`src/rtl/raw_hazard_scoreboard_if.sv`:
```
// ID/WB request and hazard-status signals of the decode-stage RAW hazard scoreboard.
// The master side is the pipeline, the slave side is the scoreboard itself.
interface raw_hazard_scoreboard_if #(
    parameter int unsigned ADDR_WIDTH = 5
);
    localparam int unsigned NREG = 2 ** ADDR_WIDTH;

    logic                  id_valid_i;
    logic [ADDR_WIDTH-1:0] id_rs1_addr_i;
    logic                  id_rs1_used_i;
    logic [ADDR_WIDTH-1:0] id_rs2_addr_i;
    logic                  id_rs2_used_i;
    logic [ADDR_WIDTH-1:0] id_rd_addr_i;
    logic                  id_rd_wren_i;
    logic                  id_flush_i;
    logic                  wb_valid_i;
    logic [ADDR_WIDTH-1:0] wb_rd_addr_i;
    logic                  wb_rd_wren_i;
    logic                  stall_o;
    logic                  issue_o;
    logic [NREG-1:0]       pending_o;
    logic                  err_o;

    modport master (
        output id_valid_i, id_rs1_addr_i, id_rs1_used_i, id_rs2_addr_i, id_rs2_used_i,
               id_rd_addr_i, id_rd_wren_i, id_flush_i, wb_valid_i, wb_rd_addr_i, wb_rd_wren_i,
        input  stall_o, issue_o, pending_o, err_o
    );

    modport slave (
        input  id_valid_i, id_rs1_addr_i, id_rs1_used_i, id_rs2_addr_i, id_rs2_used_i,
               id_rd_addr_i, id_rd_wren_i, id_flush_i, wb_valid_i, wb_rd_addr_i, wb_rd_wren_i,
        output stall_o, issue_o, pending_o, err_o
    );
endinterface

```
`src/rtl/raw_hazard_scoreboard.sv`:
```
// Per-register in-flight write counters; stalls ID on RAW hazards or counter saturation.
// Same-cycle writeback is treated as already visible, matching the negedge register file write.
module raw_hazard_scoreboard #(
    parameter int unsigned ADDR_WIDTH = 5,
    parameter int unsigned CNT_WIDTH  = 2
) (
    input logic                    clk_i,
    input logic                    rst_i,
    raw_hazard_scoreboard_if.slave sb
);
    localparam int unsigned NREG = 2 ** ADDR_WIDTH;
    localparam logic [CNT_WIDTH-1:0] CNT_ONE = CNT_WIDTH'(1);
    localparam logic [CNT_WIDTH-1:0] CNT_MAX = '1;

    logic [CNT_WIDTH-1:0] cnt      [NREG];
    logic [CNT_WIDTH-1:0] cnt_next [NREG];
    logic [CNT_WIDTH-1:0] eff      [NREG];
    logic [NREG-1:0]      pending_next;
    logic                 ret;
    logic                 inc;
    logic                 haz1;
    logic                 haz2;
    logic                 sat;
    logic                 err_next;

    assign ret = sb.wb_valid_i & sb.wb_rd_wren_i & (sb.wb_rd_addr_i != '0);

    // Effective count as seen by ID; a zero-count retire is an error and must not wrap to nonzero.
    always_comb begin
        for (int unsigned r = 0; r < NREG; r++) begin
            eff[r] = cnt[r];
            if (ret && sb.wb_rd_addr_i == ADDR_WIDTH'(r) && cnt[r] != '0)
                eff[r] = cnt[r] - CNT_ONE;
        end
    end

    always_comb begin
        haz1 = sb.id_rs1_used_i & (sb.id_rs1_addr_i != '0) & (eff[sb.id_rs1_addr_i] != '0);
        haz2 = sb.id_rs2_used_i & (sb.id_rs2_addr_i != '0) & (eff[sb.id_rs2_addr_i] != '0);
        sat  = sb.id_rd_wren_i  & (sb.id_rd_addr_i  != '0) & (eff[sb.id_rd_addr_i]  == CNT_MAX);
        sb.stall_o = sb.id_valid_i & ~sb.id_flush_i & (haz1 | haz2 | sat);
        sb.issue_o = sb.id_valid_i & ~sb.id_flush_i & ~sb.stall_o;
        inc        = sb.issue_o & sb.id_rd_wren_i & (sb.id_rd_addr_i != '0);
    end

    always_comb begin
        err_next     = sb.err_o;
        cnt_next[0]  = '0;
        pending_next = '0;
        for (int unsigned r = 1; r < NREG; r++) begin
            cnt_next[r] = cnt[r];
            if (inc && sb.id_rd_addr_i == ADDR_WIDTH'(r) &&
                !(ret && sb.wb_rd_addr_i == ADDR_WIDTH'(r))) begin
                cnt_next[r] = cnt[r] + CNT_ONE;
            end else if (ret && sb.wb_rd_addr_i == ADDR_WIDTH'(r) &&
                         !(inc && sb.id_rd_addr_i == ADDR_WIDTH'(r))) begin
                if (cnt[r] == '0)
                    err_next = 1'b1;
                else
                    cnt_next[r] = cnt[r] - CNT_ONE;
            end
            pending_next[r] = (cnt_next[r] != '0);
        end
    end

    always_ff @(posedge clk_i) begin
        if (rst_i) begin
            cnt          <= '{default: '0};
            sb.pending_o <= '0;
            sb.err_o     <= 1'b0;
        end else begin
            cnt          <= cnt_next;
            sb.pending_o <= pending_next;
            sb.err_o     <= err_next;
        end
    end
endmodule

```
`src/flat_wrapper.sv`:
```
// flat-port wrapper written by rule: the top's interface ports become plain ports
module raw_hazard_scoreboard_flat 
#(
    parameter int unsigned ADDR_WIDTH = 5,
    parameter int unsigned CNT_WIDTH  = 2
)
  (clk_i, rst_i, sb_id_valid_i, sb_id_rs1_addr_i, sb_id_rs1_used_i, sb_id_rs2_addr_i, sb_id_rs2_used_i, sb_id_rd_addr_i, sb_id_rd_wren_i, sb_id_flush_i, sb_wb_valid_i, sb_wb_rd_addr_i, sb_wb_rd_wren_i, sb_stall_o, sb_issue_o, sb_pending_o, sb_err_o);
  raw_hazard_scoreboard_if #(.ADDR_WIDTH(ADDR_WIDTH)) sb_i ();
  input logic clk_i;
  input logic rst_i;
  input wire logic [$bits(sb_i.id_valid_i)-1:0] sb_id_valid_i;
  input wire logic [$bits(sb_i.id_rs1_addr_i)-1:0] sb_id_rs1_addr_i;
  input wire logic [$bits(sb_i.id_rs1_used_i)-1:0] sb_id_rs1_used_i;
  input wire logic [$bits(sb_i.id_rs2_addr_i)-1:0] sb_id_rs2_addr_i;
  input wire logic [$bits(sb_i.id_rs2_used_i)-1:0] sb_id_rs2_used_i;
  input wire logic [$bits(sb_i.id_rd_addr_i)-1:0] sb_id_rd_addr_i;
  input wire logic [$bits(sb_i.id_rd_wren_i)-1:0] sb_id_rd_wren_i;
  input wire logic [$bits(sb_i.id_flush_i)-1:0] sb_id_flush_i;
  input wire logic [$bits(sb_i.wb_valid_i)-1:0] sb_wb_valid_i;
  input wire logic [$bits(sb_i.wb_rd_addr_i)-1:0] sb_wb_rd_addr_i;
  input wire logic [$bits(sb_i.wb_rd_wren_i)-1:0] sb_wb_rd_wren_i;
  output wire logic [$bits(sb_i.stall_o)-1:0] sb_stall_o;
  output wire logic [$bits(sb_i.issue_o)-1:0] sb_issue_o;
  output wire logic [$bits(sb_i.pending_o)-1:0] sb_pending_o;
  output wire logic [$bits(sb_i.err_o)-1:0] sb_err_o;
  assign sb_i.id_valid_i = sb_id_valid_i;
  assign sb_i.id_rs1_addr_i = sb_id_rs1_addr_i;
  assign sb_i.id_rs1_used_i = sb_id_rs1_used_i;
  assign sb_i.id_rs2_addr_i = sb_id_rs2_addr_i;
  assign sb_i.id_rs2_used_i = sb_id_rs2_used_i;
  assign sb_i.id_rd_addr_i = sb_id_rd_addr_i;
  assign sb_i.id_rd_wren_i = sb_id_rd_wren_i;
  assign sb_i.id_flush_i = sb_id_flush_i;
  assign sb_i.wb_valid_i = sb_wb_valid_i;
  assign sb_i.wb_rd_addr_i = sb_wb_rd_addr_i;
  assign sb_i.wb_rd_wren_i = sb_wb_rd_wren_i;
  assign sb_stall_o = sb_i.stall_o;
  assign sb_issue_o = sb_i.issue_o;
  assign sb_pending_o = sb_i.pending_o;
  assign sb_err_o = sb_i.err_o;
  raw_hazard_scoreboard #(.ADDR_WIDTH(ADDR_WIDTH), .CNT_WIDTH(CNT_WIDTH)) u_core (.clk_i(clk_i), .rst_i(rst_i), .sb(sb_i));
endmodule
```
`config.mk`:
```
export PLATFORM = sky130hd
export DESIGN_NAME = raw_hazard_scoreboard_flat
export DESIGN_NICKNAME = d
export VERILOG_FILES = /design/src/rtl/raw_hazard_scoreboard_if.sv /design/src/rtl/raw_hazard_scoreboard.sv /design/src/flat_wrapper.sv
export SDC_FILE = /design/constraint.sdc
export NUM_CORES = 1
export LEC_CHECK = 0
export CELL_PAD_IN_SITES_DETAIL_PLACEMENT = 0
export CELL_PAD_IN_SITES_GLOBAL_PLACEMENT = 1
export CORE_MARGIN = 2
export CORE_UTILIZATION = 49
export CTS_BUF_LIST = sky130_fd_sc_hd__clkbuf_2 sky130_fd_sc_hd__clkbuf_4 sky130_fd_sc_hd__clkbuf_8
export DETAILED_ROUTE_END_ITERATION = 8
export DONT_BUFFER_PORTS = 1
export GPL_ROUTABILITY_DRIVEN = 0
export PLACE_DENSITY = 0.89
export SLEW_MARGIN = 20
export SYNTH_ARGS = -nofsm -noshare
export SYNTH_HDL_FRONTEND = slang
export SYNTH_SLANG_ARGS = --single-unit
```
`constraint.sdc`:
```
create_clock -name clk_i -period 5.7 [get_ports clk_i]
set_input_delay 0.57 -clock clk_i [delete_from_list [all_inputs] [get_ports clk_i]]
set_output_delay 0.57 -clock clk_i [all_outputs]
set_load 0.03 [all_outputs]
```
After elaboration in Yosys (flattened, before gate mapping)
Index checks and enable logic that the tools add are counted.
- register bits after elaboration: 95
- input port bits: 29
- output and inout port bits: 35
- word-level logic and storage cells: 730
- add/subtract/negate cells: 63
- order comparisons: 3
- equal/unequal tests: 63
- muxes and demuxes: 227
- bitwise logic cells: 20
- reduce and logical (&&, ||, !) cells: 320
- operator list (cell ; count):
    2-bit 2-to-1 mux ; 131
    5-bit equality test (second input constant) ; 32
    1-bit logical AND ; 157
    2-bit nonzero test ; 64
    1-bit 2-to-1 mux ; 93
    5-bit by 4-bit equality test with 1-bit output (second input constant) ; 16
    2-bit by 1-bit adder with 2-bit output (second input constant) ; 31
    1-bit zero test ; 62
    2-bit zero test ; 31
    2-bit by 1-bit subtractor with 2-bit output (second input constant) ; 31
    5-bit by 3-bit equality test with 1-bit output (second input constant) ; 8
    2-bit binary-select mux with 5-bit select ; 3
    5-bit by 2-bit equality test with 1-bit output (second input constant) ; 4
    5-bit nonzero test ; 4
    6-bit greater-or-equal comparator (second input constant) ; 3
    5-bit inverter with 6-bit output ; 3
    1-bit AND ; 13
    5-bit by 1-bit equality test with 1-bit output (second input constant) ; 2
    5-bit zero test ; 1
    2-bit equality test (second input constant) ; 1
    1-bit inverter ; 2
    1-bit OR ; 2
    2-bit nonzero test (first input constant) ; 1
    1-bit by 1-bit subtractor with 2-bit output (both inputs constant) ; 1

Logic depth before layout (Yosys ltp)
- depth after elaboration: 112
- depth in mapped cells: 19
- gate-level depth less buffers: 13

Worst setup path after synthesis
Ideal clock, no wire load.
- path type: in2out
- start point: in sb_wb_rd_addr_i[0]
- end point: out sb_stall_o
- arrival: 3746 ps
- required time: 5130 ps
- path slack: 1384 ps
- cell stages on the path: 14
- buffers on the path: 6
- cell sequence: buf_6 -> nand4b_1 -> or4_1 -> clkbuf_1 -> xnor2_1 -> a221o_1 -> a31oi_1 -> o2111a_1 -> buf_6 -> buf_2 -> clkbuf_1 -> buf_2 -> nor3_1 -> nor2b_1
- longest elaborated chain between the ends: 13
- elaborated cells on any way between the ends: 148
- classes of those cells: eq/ne (32); mux (41); bitwise (7); reduce/logical (68)
- RTL lines (item ; line ; text):
    from (decl) ; flat_wrapper.sv:20 ; input wire logic [$bits(sb_i.wb_rd_addr_i)-1:0] sb_wb_rd_addr_i;
    5-bit nonzero test ; raw_hazard_scoreboard.sv:26 ; assign ret = sb.wb_valid_i & sb.wb_rd_wren_i & (sb.wb_rd_addr_i != '0);
    1-bit AND ; raw_hazard_scoreboard.sv:26 ;
    1-bit logical AND (2 in series) ; raw_hazard_scoreboard.sv:32 ; if (ret && sb.wb_rd_addr_i == ADDR_WIDTH'(r) && cnt[r] != '0)
    2-bit 2-to-1 mux ; raw_hazard_scoreboard.sv:32 ;
    2-bit binary-select mux with 5-bit select, on equally long branches ; raw_hazard_scoreboard.sv:38, raw_hazard_scoreboard.sv:39 ;
    2-bit 2-to-1 mux, on equally long branches (2 in series) ; raw_hazard_scoreboard.sv:38, raw_hazard_scoreboard.sv:39 ;
    2-bit nonzero test, on equally long branches ; raw_hazard_scoreboard.sv:38, raw_hazard_scoreboard.sv:39 ;
    1-bit AND, on equally long branches ; raw_hazard_scoreboard.sv:38, raw_hazard_scoreboard.sv:39 ;
    1-bit OR ; raw_hazard_scoreboard.sv:41 ; sb.stall_o = sb.id_valid_i & ~sb.id_flush_i & (haz1 | haz2 | sat);
    1-bit OR (*) ; raw_hazard_scoreboard.sv:41 ;
    1-bit AND (*) ; raw_hazard_scoreboard.sv:41 ;
    to (decl) ; flat_wrapper.sv:22 ; output wire logic [$bits(sb_i.stall_o)-1:0] sb_stall_o;
Every way passes the cells marked *; elsewhere a longest branch is shown, timed or not. The select of a mux whose other input is x is not followed.

Final worst setup path
- start point: reg u_core.cnt[12] (netlist bit)
- end point: reg u_core.sb.err_o
- longest elaborated chain between the ends: 110
- elaborated cells on any way between the ends: 243
- classes of those cells: add/sub (1); eq/ne (1); mux (102); bitwise (10); reduce/logical (129)
- RTL lines (item ; line ; text):
    from (decl) ; raw_hazard_scoreboard.sv:15 ; logic [CNT_WIDTH-1:0] cnt [NREG];
    from (signal assigned) ; raw_hazard_scoreboard.sv:72 ; cnt <= cnt_next;
    parallel branches: the longest is 109 deep, another holds 2-bit by 1-bit subtractor with 2-bit output ; n/a ;
    1-bit 2-to-1 mux (*) ; raw_hazard_scoreboard.sv:52 ; if (inc && sb.id_rd_addr_i == ADDR_WIDTH'(r) &&
    to (signal assigned) ; raw_hazard_scoreboard.sv:74 ; sb.err_o <= err_next;
    to (decl) ; raw_hazard_scoreboard_if.sv:33 ; output stall_o, issue_o, pending_o, err_o
Mark *: on every way between the ends. The select of a mux whose other input is x is not followed.
A chain may end at the register's enable or synchronous reset.

==> summary.md <==
| Metric | Value |
|---|---|
| Status | finished, final reports clean |
| H-tree levels | 3 |
| Die W | 147 um |
| Antenna violation net count after detailed routing | 0 |
| Post-route insts no fill | 1,551 |
| Required time worst endpoint | 5.96 ns |
| Antenna violations before repair | 3 |
| Number of global-route vias before repair | 9,997 |
| Most common cell in the netlist | inv_1 |
| TritonCTS buffer count | 9 |
| Worst EP arrival | 5.87 ns |
| Post-synth ARST share | 0% |
| Final Slew Violations | 0 |
| Yosys reg bits | 94 |
| Post-synth top area share | 18.8% |
| IO Count | 64 |
| Crit start category | flop |
| # DRC | 0 |
| Period utilization | 98.3% |
| Total grt overflow | 0 |
| Post-DP HPWL | 28.9 mm |
| Initial Utilization | 49.7% |
| Clk buf depth | 2 |
| Pin count of the biggest net entering global routing | 73 |
| Hold_ws | 0.262 ns |
| Post-Syn Instances | 1,324 |
| Max rail drop VDD | 0.115 mV |
| Routed via count | 10,975 |
| Total negative slack | 0 ns |
| Fmax | 178 MHz |
| Clk Tree Root Cell | clkbuf_8 |
| Final setup fails | 0 |
| CP cell instances | inv_1, ha_1, nand2b_1, nor4_2, mux2i_1, a2111oi_0, a2111oi_0, or4_1, nand2_1, nor2_1, a21oi_1, nor4bb_2, a41oi_1 |
| Clk pin slew, worst setup/hold paths | 0.11 ns |
| Critical Path Sink Type | flop |
| CTS Hold Bufs | 0 |
| Row count | 52 |
| Commonest cells post-synth | inv_1 (97), dfxtp_1 (94), nor2_1 (94) |
| First-pass GRT wire length | 58.3 mm |
| Clk_lat worst skew | 0.40 ns |
| Core area | 20,200 sq um |
| Mapped cell area | 10,000 sq um |
| CP bufs+invs | 1 |
| Crit Path Max Fanout | 15 |
| Yosys top cell by area | dfxtp_1 |
| RSZ-0062 raised after global routing | no |
| Max incr delay on CP | 0.69 ns |
| Slew at the pin closest to its max-slew limit | 0.991 ns |
| Final Core Density | 51.1% |
| Placed insts | 1,536 |
| CP dominant cell by count | a2111oi_0 |
| Post-synth EDFFs | 0 |
| Rel. slew slack | 33.8% |
| Pre-antenna DRT Iters | 8 |
| Crit path max-delay family | simple AND/OR/NAND/NOR gates |
| Final Hold Vio Count | 0 |
| Sink Count | 94 |
| Yosys Warn Count | 0 |
| Leak | 3.48 nW |
| DR vias/cell | 7.08 |
| Worst hold path class | primary input to flop |
| Fraction of layout cells with a size suffix above 1 | 8.27% |
| Number of DRC markers in iteration 0 | 2,002 |
| CTS tree | done |
| Die Footprint | 21,600 sq um |
| Max-cap violation count | 0 |
| Worst Setup Path Type | flop to flop |
| Fin crit period | 5.61 ns |
| Area grow syn2layout | 2.83% |
| Syn_nets | 1,446 |
| Syn_area_per_cell | 7.58 sq um |
| Main synth FF type | dfxtp_1 |
| Post-synthesis sequential area ratio | 18.8% |
| PD cells | 134 nW/um^2 |
| Gr usage total | 34.9% |
| Drt total wl | 38.9 mm |
| Die height | 147 um |
| Synth cell types | 96 |
| Port Buffers | 0 |
| Diodes inserted | 0 |
| Worst Clk Skew | 0.0191 ns |
| Nets | 1,399 |
| Dominant cells by area after synthesis | dfxtp_1 (19%), ha_1 (12%), nand3_1 (3.9%) |
| CP max-delay cell | nor2_1 |
| Wirelength per Cell | 25.1 um |
| R2R setup slack | 0.09 ns |
[state kept, by name (all words and copies together) (netlist names)]
| register | cells |
|---|---|
| u_core.sb.err_o | 1 |
| u_core.cnt | 62 |
| u_core.sb.pending_o | 31 |
[per-layer routing]
layer | wire (um) | up-vias | track usage, %
met5 | 35 | - | 0
met4 | 2920 | 6 | 21.6
met3 | 5200 | 229 | 12.1
met2 | 15900 | 824 | 51.7
met1 | 14800 | 5024 | 43.5
li1 | - | 4892 | -
[placed cells by master, fill, tap and decap left out, types with 16 or more instances in the layout]
cell type	netlist	layout
a21oi_1	35	35
a31oi_1	43	43
and3_1	17	17
buf_4	10	19
dfxtp_1	94	94
ha_1	93	93
inv_1	97	97
mux2i_1	23	23
nand2_1	91	91
nand2b_1	25	25
nand3_1	79	79
nand4_1	53	53
nor2_1	94	94
nor3_1	46	46
nor4_1	16	16
o211ai_1	33	33
o21ai_0	45	45
or2_2	28	28
or3_1	23	23
or4_1	20	20
xnor2_1	16	16
[final timing paths]
path                           endpoint                      start  cells past startpoint
max          u_core.sb.err_o$_SDFF_PP0_  u_core.cnt[12]$_SDFF_PP0_                     13
min           u_core.cnt[50]$_SDFF_PP0_                      rst_i                      1
max reg2reg  u_core.sb.err_o$_SDFF_PP0_  u_core.cnt[12]$_SDFF_PP0_                     13
min reg2reg   u_core.cnt[14]$_SDFF_PP0_  u_core.cnt[14]$_SDFF_PP0_                      2
[final cells by class]
type | count | area (sq um)
repair buffers | 20 | 163
inverters | 97 | 364
fillers | 2031 | 9860
well taps | 270 | 338
clock buffers | 12 | 146
flip-flops and latches | 94 | 1880
multi-input cells | 1055 | 7370
clock inverters | 3 | 46.3
[logic make-up (layout without fill, tap and decap cells)]
family	Yosys count	after routing	synth area share (%)
simple gates	596	596	34.0
compound gates	324	324	23.8
buf+inv	175	132	7.85
flops	94	94	18.8
fa+ha+maj	93	93	11.6
mux	24	24	2.41
xor+xnor	17	17	1.56
other cells	1	1	0.0374
[power by group]
part	internal, W	total [W]	switching [W]
registers	0.000659	0.000667	0.00000830
clock network	0.000217	0.000475	0.000259
logic	0.0000658	0.000238	0.000172
total	0.000941	0.00138	0.000439
[worst register-to-register path, delay by kind of cell, from the launching register on]
kind | cells | cell delay [ns]
compound gates | 4 | 1.16
fa+ha+maj | 1 | 0.27
buf+inv | 1 | 0.14
flops | 1 | 0.46
mux | 1 | 0.31
simple gates | 6 | 3.14
[what timing repair did]
item / CTS / global route
gates resized for setup: 0 / 1
setup buffers: 0 / 0
endpoints found under the setup margin: 0 / 1
[per-stage QoR]
step / setup slack [ns] / area, sq um / power, W
6_report: 0.0941 / 10300 / 0.00138
5_1_grt: 0.0921 / 10300 / 0.00141
4_1_cts: 0.496 / 10300 / 0.00137
3_5_place_dp: 0.502 / 10100 / 0.000900
3_3_place_gp: 0.451 / 10100 / 0.000900
2_1_floorplan: 1.38 / 10000 / 0.000862
Note: power is estimated with default switching activity, not from simulation.
